## src/rtl/cpu_fetch_pkg.sv

```systemverilog
// Shared types and constants for the instruction fetch stage.
package cpu_fetch_pkg;

  localparam int unsigned XLEN             = 32;
  localparam logic [31:0] INST_NOP         = 32'h0000_0013;
  localparam logic [31:0] DEFAULT_RESET_PC = 32'h0000_0000;

  typedef enum logic [1:0] {
    IDLE  = 2'd0,
    FETCH = 2'd1,
    DRAIN = 2'd2
  } fetch_state_e;

  typedef struct packed {
    logic [XLEN-1:0] pc;
    logic [XLEN-1:0] inst;
  } fetch_entry_t;

endpackage

```

## src/rtl/fetch_fifo.sv

```systemverilog
// In-order {pc,inst} queue between instruction memory and decode; flush empties it in one edge.
module fetch_fifo
  import cpu_fetch_pkg::*;
#(
  parameter int unsigned DEPTH = 4,
  localparam int unsigned AW   = $clog2(DEPTH),
  localparam int unsigned CW   = AW + 1
) (
  input  logic          clk,
  input  logic          rst_n,
  input  logic          push,
  input  fetch_entry_t  push_data,
  input  logic          pop,
  input  logic          flush,
  output fetch_entry_t  head,
  output logic [CW-1:0] count,
  output logic          full,
  output logic          empty
);

  fetch_entry_t  mem [DEPTH];
  logic [AW-1:0] wr_ptr;
  logic [AW-1:0] rd_ptr;

  // Pointers wrap naturally because DEPTH is a power of two.
  always_ff @(posedge clk or negedge rst_n) begin
    if (!rst_n) begin
      wr_ptr <= '0;
      rd_ptr <= '0;
      count  <= '0;
    end else if (flush) begin
      wr_ptr <= '0;
      rd_ptr <= '0;
      count  <= '0;
    end else begin
      if (push) wr_ptr <= wr_ptr + AW'(1);
      if (pop)  rd_ptr <= rd_ptr + AW'(1);
      count <= count + CW'(push) - CW'(pop);
    end
  end

  always_ff @(posedge clk) begin
    if (push && !flush) mem[wr_ptr] <= push_data;
  end

  assign head  = mem[rd_ptr];
  assign empty = (count == '0);
  assign full  = (count == CW'(DEPTH));

endmodule

```

## src/rtl/inst_fetch_queue.sv

```systemverilog
// Instruction fetch: owns the PC, issues word fetches and queues in-order responses for decode.
// Define IFQ_BYPASS_EN to forward a response straight to decode when the queue is empty.
module inst_fetch_queue
  import cpu_fetch_pkg::*;
#(
  parameter int unsigned DEPTH    = 4,
  parameter logic [31:0] RESET_PC = DEFAULT_RESET_PC
) (
  input  logic        clk,
  input  logic        rst_n,
  input  logic        redirect_valid,
  input  logic [31:0] redirect_pc,
  output logic        imem_req_valid,
  input  logic        imem_req_ready,
  output logic [31:0] imem_req_addr,
  input  logic        imem_rsp_valid,
  input  logic [31:0] imem_rsp_data,
  output logic        id_valid,
  input  logic        id_ready,
  output logic [31:0] id_inst,
  output logic [31:0] id_pc
);

  localparam int unsigned CW = $clog2(DEPTH) + 1;
  localparam int unsigned SW = CW + 1;

  fetch_state_e  state, state_nxt;
  logic [31:0]   pc, pc_nxt;
  logic [CW-1:0] inflight, inflight_nxt;
  logic [CW-1:0] drop, drop_nxt;
  logic [CW-1:0] stale;
  logic [CW-1:0] fifo_count;
  logic          fifo_full, fifo_empty;
  logic          push, pop, q_valid, byp, req_fire;
  logic [31:0]   rsp_pc;
  fetch_entry_t  head, push_data;

  // Outstanding requests are consecutive words ending at pc-4, so the oldest is pc - 4*inflight.
  assign rsp_pc        = pc - (32'(inflight) << 2);
  assign stale         = inflight - CW'(imem_rsp_valid);
  assign imem_req_addr = pc;
  assign push_data     = '{pc: rsp_pc, inst: imem_rsp_data};

`ifdef IFQ_BYPASS_EN
  assign byp = (state == FETCH) && fifo_empty && imem_rsp_valid && !redirect_valid;
`else
  assign byp = 1'b0;
`endif

  fetch_fifo #(.DEPTH(DEPTH)) u_fifo (
    .clk       (clk),
    .rst_n     (rst_n),
    .push      (push),
    .push_data (push_data),
    .pop       (pop),
    .flush     (redirect_valid),
    .head      (head),
    .count     (fifo_count),
    .full      (fifo_full),
    .empty     (fifo_empty)
  );

  always_ff @(posedge clk or negedge rst_n) begin
    if (!rst_n) begin
      state    <= IDLE;
      pc       <= RESET_PC;
      inflight <= '0;
      drop     <= '0;
    end else begin
      state    <= state_nxt;
      pc       <= pc_nxt;
      inflight <= inflight_nxt;
      drop     <= drop_nxt;
    end
  end

  always_comb begin
    state_nxt    = state;
    pc_nxt       = pc;
    inflight_nxt = inflight;
    drop_nxt     = drop;

    q_valid        = (state == FETCH) && !fifo_empty;
    imem_req_valid = (state == FETCH) && !redirect_valid &&
                     ((SW'(fifo_count) + SW'(inflight)) < SW'(DEPTH));
    req_fire       = imem_req_valid && imem_req_ready;

    id_valid = q_valid || byp;
    id_inst  = q_valid ? head.inst : (byp ? imem_rsp_data : INST_NOP);
    id_pc    = q_valid ? head.pc   : (byp ? rsp_pc        : 32'h0);

    pop  = q_valid && id_ready && !redirect_valid;
    push = (state == FETCH) && imem_rsp_valid && !redirect_valid && !(byp && id_ready);

    // Redirect wins in every state; anything still outstanding becomes stale.
    if (redirect_valid) begin
      pc_nxt       = redirect_pc & ~32'h3;
      inflight_nxt = stale;
      drop_nxt     = stale;
      state_nxt    = (stale != '0) ? DRAIN : FETCH;
    end else begin
      unique case (state)
        IDLE: state_nxt = FETCH;
        FETCH: begin
          if (req_fire) pc_nxt = pc + 32'd4;
          inflight_nxt = inflight + CW'(req_fire) - CW'(imem_rsp_valid);
        end
        DRAIN: begin
          if (imem_rsp_valid) begin
            inflight_nxt = inflight - CW'(1);
            drop_nxt     = drop - CW'(1);
          end
          if (drop_nxt == '0) state_nxt = FETCH;
        end
        default: state_nxt = IDLE;
      endcase
    end
  end

  push_into_full: assert property (@(posedge clk) disable iff (!rst_n) !(push && fifo_full));

endmodule
```

## config.mk

```make
export PLATFORM = sky130hd
export DESIGN_NAME = inst_fetch_queue
export DESIGN_NICKNAME = d
export VERILOG_FILES = /design/src/rtl/cpu_fetch_pkg.sv /design/src/rtl/fetch_fifo.sv /design/src/rtl/inst_fetch_queue.sv
export SDC_FILE = /design/constraint.sdc
export NUM_CORES = 1
export LEC_CHECK = 0
export CAP_MARGIN = 20
export CELL_PAD_IN_SITES_DETAIL_PLACEMENT = 1
export CELL_PAD_IN_SITES_GLOBAL_PLACEMENT = 1
export CORE_MARGIN = 2
export CORE_UTILIZATION = 35
export CTS_BUF_LIST = sky130_fd_sc_hd__clkbuf_16
export CTS_CLUSTER_DIAMETER = 60
export DETAILED_ROUTE_END_ITERATION = 6
export PLACE_DENSITY = 0.66
export SLEW_MARGIN = 15
export SYNTH_ARGS = -nofsm -noshare
export SYNTH_HDL_FRONTEND = slang
export SYNTH_HIERARCHICAL = 1
export SYNTH_SLANG_ARGS = --single-unit
```

## constraint.sdc

```tcl
create_clock -name clk -period 6 [get_ports clk]
set_clock_uncertainty 0.05 [all_clocks]
set_input_delay 1.2 -clock clk [delete_from_list [all_inputs] [get_ports clk]]
set_output_delay 1.2 -clock clk [all_outputs]
set_load 0.05 [all_outputs]
```

==> out/results.txt, run 1 <==
Overall Global Routing Usage -> 0.1588
GRT met3 Usage -> 0.02844
FF-to-FF Start -> u_fifo/count[1]
Hold_sp -> state[1]
Status -> completed
PortBufs -> 163
Hold-fix buffers, CTS -> 0
Setup tns final -> 0 ns
CP startpoint kind -> flip-flop
Post-CTS setup buffers -> 0
Delay-heaviest family, CP -> buffers and inverters
Pre-antenna DRT Iters -> 4
Initial Utilization -> 0.3533
Placer Congestion -> 0.7651
Slew HR -> 0.2776
Final antenna-violating net count -> 0
Slew Viols, Final -> 0
Post_cts resized -> 0
I/O pin count -> 168
Fin. Hold Viols -> 0
P per Cell Area -> 319.1 nW/µm²
Clock transition at the registers of the reported paths -> 0.06 ns
RSZ-0062 raised after global routing -> no
Req. time, crit path -> 4.75 ns
Critical-path cell list -> nand2b_1, nor2_4, buf_4, and2_1, clkdlybuf4s50_1
Die X -> 198.3 µm
# DRC -> 0
Fin nets -> 1078
GRT Max-Usage Layer -> met2
Via Count -> 7468
Max FO, Critical Path -> 35
Setup Crit Path Kind -> flip-flop to primary output
Area growth from synthesis to layout -> 24.83%
Via-per-instance ratio -> 4.897
Buf/Inv on CP -> 2
Period utilization -> 0.7820
Maximum vdd drop -> 0.0001412 V
Ys Warns -> 6
CTS tree -> done
Initial antenna violation count -> 0
CP max stage delay -> 0.87 ns
Max Fclk -> 0.2131 GHz
Worst path arrival time -> 3.44 ns
Most frequent cells in the layout -> 256 x edfxtp_1, 161 x clkdlybuf4s50_1, 64 x mux4_2, 63 x and2_1, 44 x nand2_1
Remaining global-route overflow -> 0
Max_cap viols -> 0
Clock latency at the later pin of the worst-skew pair -> 0.52 ns
Hold Path Class -> flip-flop to flip-flop
Hold Slack -> 0.4444 ns
Vias in the first global route -> 8047
Post-layout min period -> 4.692 ns
Largest net degree at the start of global routing -> 65
Final setup violation count -> 0
Crit-path slowest cell -> clkdlybuf4s50_1
Diodes inserted -> 0
Tightest Pin Transition -> 1.084 ns
CTS H-tree depth -> 2
Final WL -> 30.53 mm
Total power -> 5.264 mW
Commonest non-fill, non-tap cell in the layout -> edfxtp_1
Met2 Track Usage GR -> 0.2648
DR iter-0 viols -> 249
Die extent in y -> 198.3 µm
Synthesized area -> 13210 µm²
Row count -> 71
DR WL/cell -> 20.02 µm
Cells after Synth -> 818
Mapped Avg Cell Area -> 16.15 µm²
Leakage power -> 5.467 nW
Core Area -> 37400 µm²
Met1 GRT Util -> 0.2155
DPL Wire Length -> 19.14 mm
Crit path from -> state[1]
Num Clock Sinks -> 301
CP Capture Type -> primary output
CTS Buffer Depth -> 3
Global-route wire length before repair -> 47.26 mm
Die area -> 39320 µm²
TritonCTS Buffers -> 37
Share of post-route cells with drive strength above 1 -> 0.1479
Root Driver -> clkbuf_16
[worst paths after layout]
path / end / slack (ns) / cells past startpoint
max in group asynchronous: u_fifo/rd_ptr[0] / 4.69 / 2
worst max-delay path: id_pc[17] / 1.31 / 5
min in group asynchronous: u_fifo/count[1] / 0.74 / 2
worst min register to register: state[0] / 0.44 / 1
worst max register to register: u_fifo/count[2] / 2.40 / 11
worst min-delay path: state[0] / 0.44 / 1
[through the flow]
stage,utilization,area [µm²],setup WS [ns],cells
floorplan,-,13250,1.522,827
global placement,0.4088,15290,1.689,1458
detailed placement,0.4088,15290,1.686,1458
CTS,0.4403,16470,1.109,1524
global route,0.4410,16490,1.028,1525
finish,0.4410,16490,1.308,1525
[sequential cells by signal (all words and copies together) (netlist names)]
signal         flops
u_fifo/rd_ptr      2
imem_req_addr     30
u_fifo/count       3
u_fifo/mem       256
state              2
u_fifo/wr_ptr      2
inflight           3
drop               3
[layout make-up]
type	instances	area, µm²
inverter	22	82.58
tap	511	639.4
clock inverter	27	201.4
sequential	301	8821
fill	3732	20910
clock buffer	39	975.9
multi-input combinational	453	4065
timing repair buffer	172	1709
[worst register-to-register path: stages, from the launching register on]
cell	delay [ns]
dfrtp_1	0.44
nor3_1	0.81
nor2_4	0.33
buf_4	0.36
and3_1	0.31
ha_1	0.32
inv_1	0.06
ha_1	0.14
inv_1	0.05
fa_1	0.37
xnor3_1	0.20
nor2_1	0.04
[power breakdown]
part,internal [mW],leakage [nW],switching (mW)
clock network,1.27,0.602,0.858
registers,2.39,2.84,0.0949
logic,0.260,2.02,0.395
total,3.92,5.47,1.35
[per-layer routing]
layer | routed length, µm | part of all wire | vias up
li1 | - | - | 3430
met1 | 13870 | 0.45 | 3816
met2 | 14690 | 0.48 | 179
met3 | 1368 | 0.045 | 43
met4 | 601 | 0.020 | 0
met5 | 0 | 0 | -
Note: power is estimated with default switching activity, not from simulation.
==> run 2, diff against run 1 <==
--- a/config.mk
+++ b/config.mk
@@ -13,7 +13,7 @@
 export CTS_BUF_LIST = sky130_fd_sc_hd__clkbuf_16
 export CTS_CLUSTER_DIAMETER = 60
 export DETAILED_ROUTE_END_ITERATION = 6
-export PLACE_DENSITY = 0.66
+export PLACE_DENSITY = 0.68
 export SLEW_MARGIN = 15
 export SYNTH_ARGS = -nofsm -noshare
 export SYNTH_HDL_FRONTEND = slang
==> constraint.sdc (replaced) <==
create_clock -name clk -period 4 [get_ports clk]
set_clock_uncertainty 0.05 [all_clocks]
set_input_delay 0.8 -clock clk [delete_from_list [all_inputs] [get_ports clk]]
set_output_delay 0.8 -clock clk [all_outputs]
set_load 0.05 [all_outputs]
==> run 2 against run 1 <==
Clock power up 47%. Via count up 2.5%. Utilization up 0.65 points. First-iteration DRC count up 43%. Largest cell class unchanged.
==> out/results.txt, run 2 (same netlist as run 1, synthesis figures left out) <==
Req. time, crit path -> 3.15 ns (was 4.75 ns)
TritonCTS Buffers -> 36 (was 37)
Post-layout min period -> 3.807 ns
Post-CTS setup buffers -> 0 (unchanged)
Commonest non-fill, non-tap cell in the layout -> edfxtp_1 (unchanged)
Row count -> 71 (unchanged)
Hold-fix buffers, CTS -> 0 (unchanged)
Via Count -> 7658 (was 7468)
Dpl cells -> 1481 (was 1458)
Final setup violation count -> 0 (unchanged)
Core Area -> 37400 µm² (unchanged)
Clock latency at the later pin of the worst-skew pair -> 0.52 ns (about the same)
Slew HR -> 0.5049 (was 0.2776)
Max FO, Critical Path -> 15 (was 35)
Worst path arrival time -> 2.96 ns (was 3.44 ns)
Setup tns final -> 0 ns (unchanged)
Final WL -> 31.89 mm (was 30.53 mm)
Met2 Track Usage GR -> 0.2812 (was 0.2648)
Period utilization -> 0.9517
CTS tree -> done (unchanged)
Final antenna-violating net count -> 0 (unchanged)
Share of post-route cells with drive strength above 1 -> 0.1655 (was 0.1479)
Global-route wire length before repair -> 49.34 mm (was 47.26 mm)
Remaining global-route overflow -> 0 (unchanged)
Maximum vdd drop -> 0.0002123 V (was 0.0001412 V)
Max Fclk -> 0.2627 GHz
Root Driver -> clkbuf_16 (unchanged)
CP Capture Type -> primary output (unchanged)
CTS H-tree depth -> 2 (unchanged)
Initial antenna violation count -> 0 (unchanged)
Die area -> 39320 µm² (unchanged)
Tightest Pin Transition -> 0.7359 ns (was 1.084 ns)
Max_cap viols -> 0 (unchanged)
Design area -> 16740 µm² (was 16490 µm²)
Slew Viols, Final -> 0 (unchanged)
Fill count -> 3680 (was 3732)
Overall Global Routing Usage -> 0.1668 (was 0.1588)
GRT met3 Usage -> 0.03219 (was 0.02844)
Hold Path Class -> input port to async pin (was flip-flop to flip-flop)
Most frequent cells in the layout -> 256 x edfxtp_1, 161 x clkdlybuf4s50_1, 64 x mux4_2, 63 x and2_1, 44 x nand2_1 (unchanged)
R2R Path End -> inflight[2] (was u_fifo/count[2])
Fin. Hold Viols -> 0 (unchanged)
DR WL/cell -> 20.65 µm (was 20.02 µm)
Post-DP Area -> 15600 µm² (was 15290 µm²)
DR iter-0 viols -> 355 (was 249)
Largest register FFs -> 256 (unchanged)
Area growth from synthesis to layout -> 26.66% (was 24.83%)
Largest net degree at the start of global routing -> 65 (unchanged)
FF-to-FF Start -> inflight[1] (was u_fifo/count[1])
Worst R2R Setup Slack -> 0.57 ns (was 2.40 ns)
Via-per-instance ratio -> 4.960 (was 4.897)
Vias in the first global route -> 8244 (was 8047)
Status -> completed (unchanged)
Pre-antenna DRT Iters -> 4 (unchanged)
Most flops, register -> u_fifo/mem (unchanged)
Setup Crit Path Kind -> flip-flop to primary output (unchanged)
Fin nets -> 1099 (was 1078)
CTS Buffer Depth -> 3 (unchanged)
Clock transition at the registers of the reported paths -> 0.06 ns (about the same)
I/O pin count -> 168 (unchanged)
P per Cell Area -> 469.4 nW/µm² (was 319.1 nW/µm²)
Num Clock Sinks -> 301 (unchanged)
Die extent in y -> 198.3 µm (unchanged)
CP startpoint kind -> flip-flop (unchanged)
# DRC -> 0 (unchanged)
Initial Utilization -> 0.3533 (unchanged)
PortBufs -> 163 (unchanged)
Placer Congestion -> 0.7633 (was 0.7651)
Met1 GRT Util -> 0.2232 (was 0.2155)
GRT Max-Usage Layer -> met2 (unchanged)
Final Non-Filler Cells -> 1544 (was 1525)
RSZ-0062 raised after global routing -> no (unchanged)
Diodes inserted -> 0 (unchanged)
Worst r2r path cells -> 12 (was 11)
Leakage power -> 5.557 nW (was 5.467 nW)
DPL Wire Length -> 20.89 mm (was 19.14 mm)
Die X -> 198.3 µm (unchanged)
Hold Slack -> 0.2108 ns (was 0.4444 ns)
Post_cts resized -> 0 (unchanged)
==> run 2: cell types whose count changed in the layout (fill, tap and decap cells not counted), moves of 2 or more <==
cell,delta
buf_12,+11
buf_4,+12
clkinv_1,+4
inv_1,-6
inv_6,-2
clkbuf_16,-2
==> run 2: critical path: stages, from the launching register on <==
cell             delay [ns]
dfrtp_4                0.59
buf_4                  0.37
mux4_2                 0.59
and2_1                 0.17
clkdlybuf4s50_1        0.71
==> run 2: layout make-up <==
cell class	count	area (µm²)	share of cell area
Clock inverter	26	211.5	0.01263
Clock buffer	37	925.9	0.05532
Tap cell	511	639.4	0.03820
Multi-Input combinational cell	453	4065	0.2429
Timing Repair Buffer	194	1992	0.1190
Sequential cell	301	8821	0.5270
Inverter	22	82.58	0.004934
==> run 2: routing by layer <==
metal | up-vias | share of wire
met2 | 177 | 0.49
met1 | 3961 | 0.44
met5 | - | 0
met4 | 0 | 0.015
met3 | 46 | 0.049
li1 | 3474 | -
==> run 2: how the worst max path moves through the flow <==
stage | start | to | slack, ns
final | u_fifo/rd_ptr[0] | id_pc[9] | 0.19
after global routing | u_fifo/rd_ptr[0] | id_pc[9] | 0.07
after CTS | u_fifo/rd_ptr[0] | id_pc[9] | 0.10
after detailed placement | inflight[1] | inflight[2] | 0.62
after global placement | inflight[1] | inflight[2] | 0.69
after floorplan | redirect_valid | inflight[2] | 0.54
==> run 2: metrics by stage <==
stage | worst slack, ns | util | power, mW
CTS | 0.1026 | 0.4475 | 7.962
finish | 0.1934 | 0.4475 | 7.856
floorplan | 0.5434 | - | 4.391
detailed placement | 0.6169 | 0.4171 | 4.798
global placement | 0.6895 | 0.4171 | 4.766
global route | 0.06733 | 0.4475 | 8.191
==> run 2: where the power goes <==
group | switching (mW) | internal [mW] | leakage (nW)
logic | 0.608 | 0.403 | 2.15
registers | 0.133 | 3.58 | 2.84
clock network | 1.26 | 1.87 | 0.558
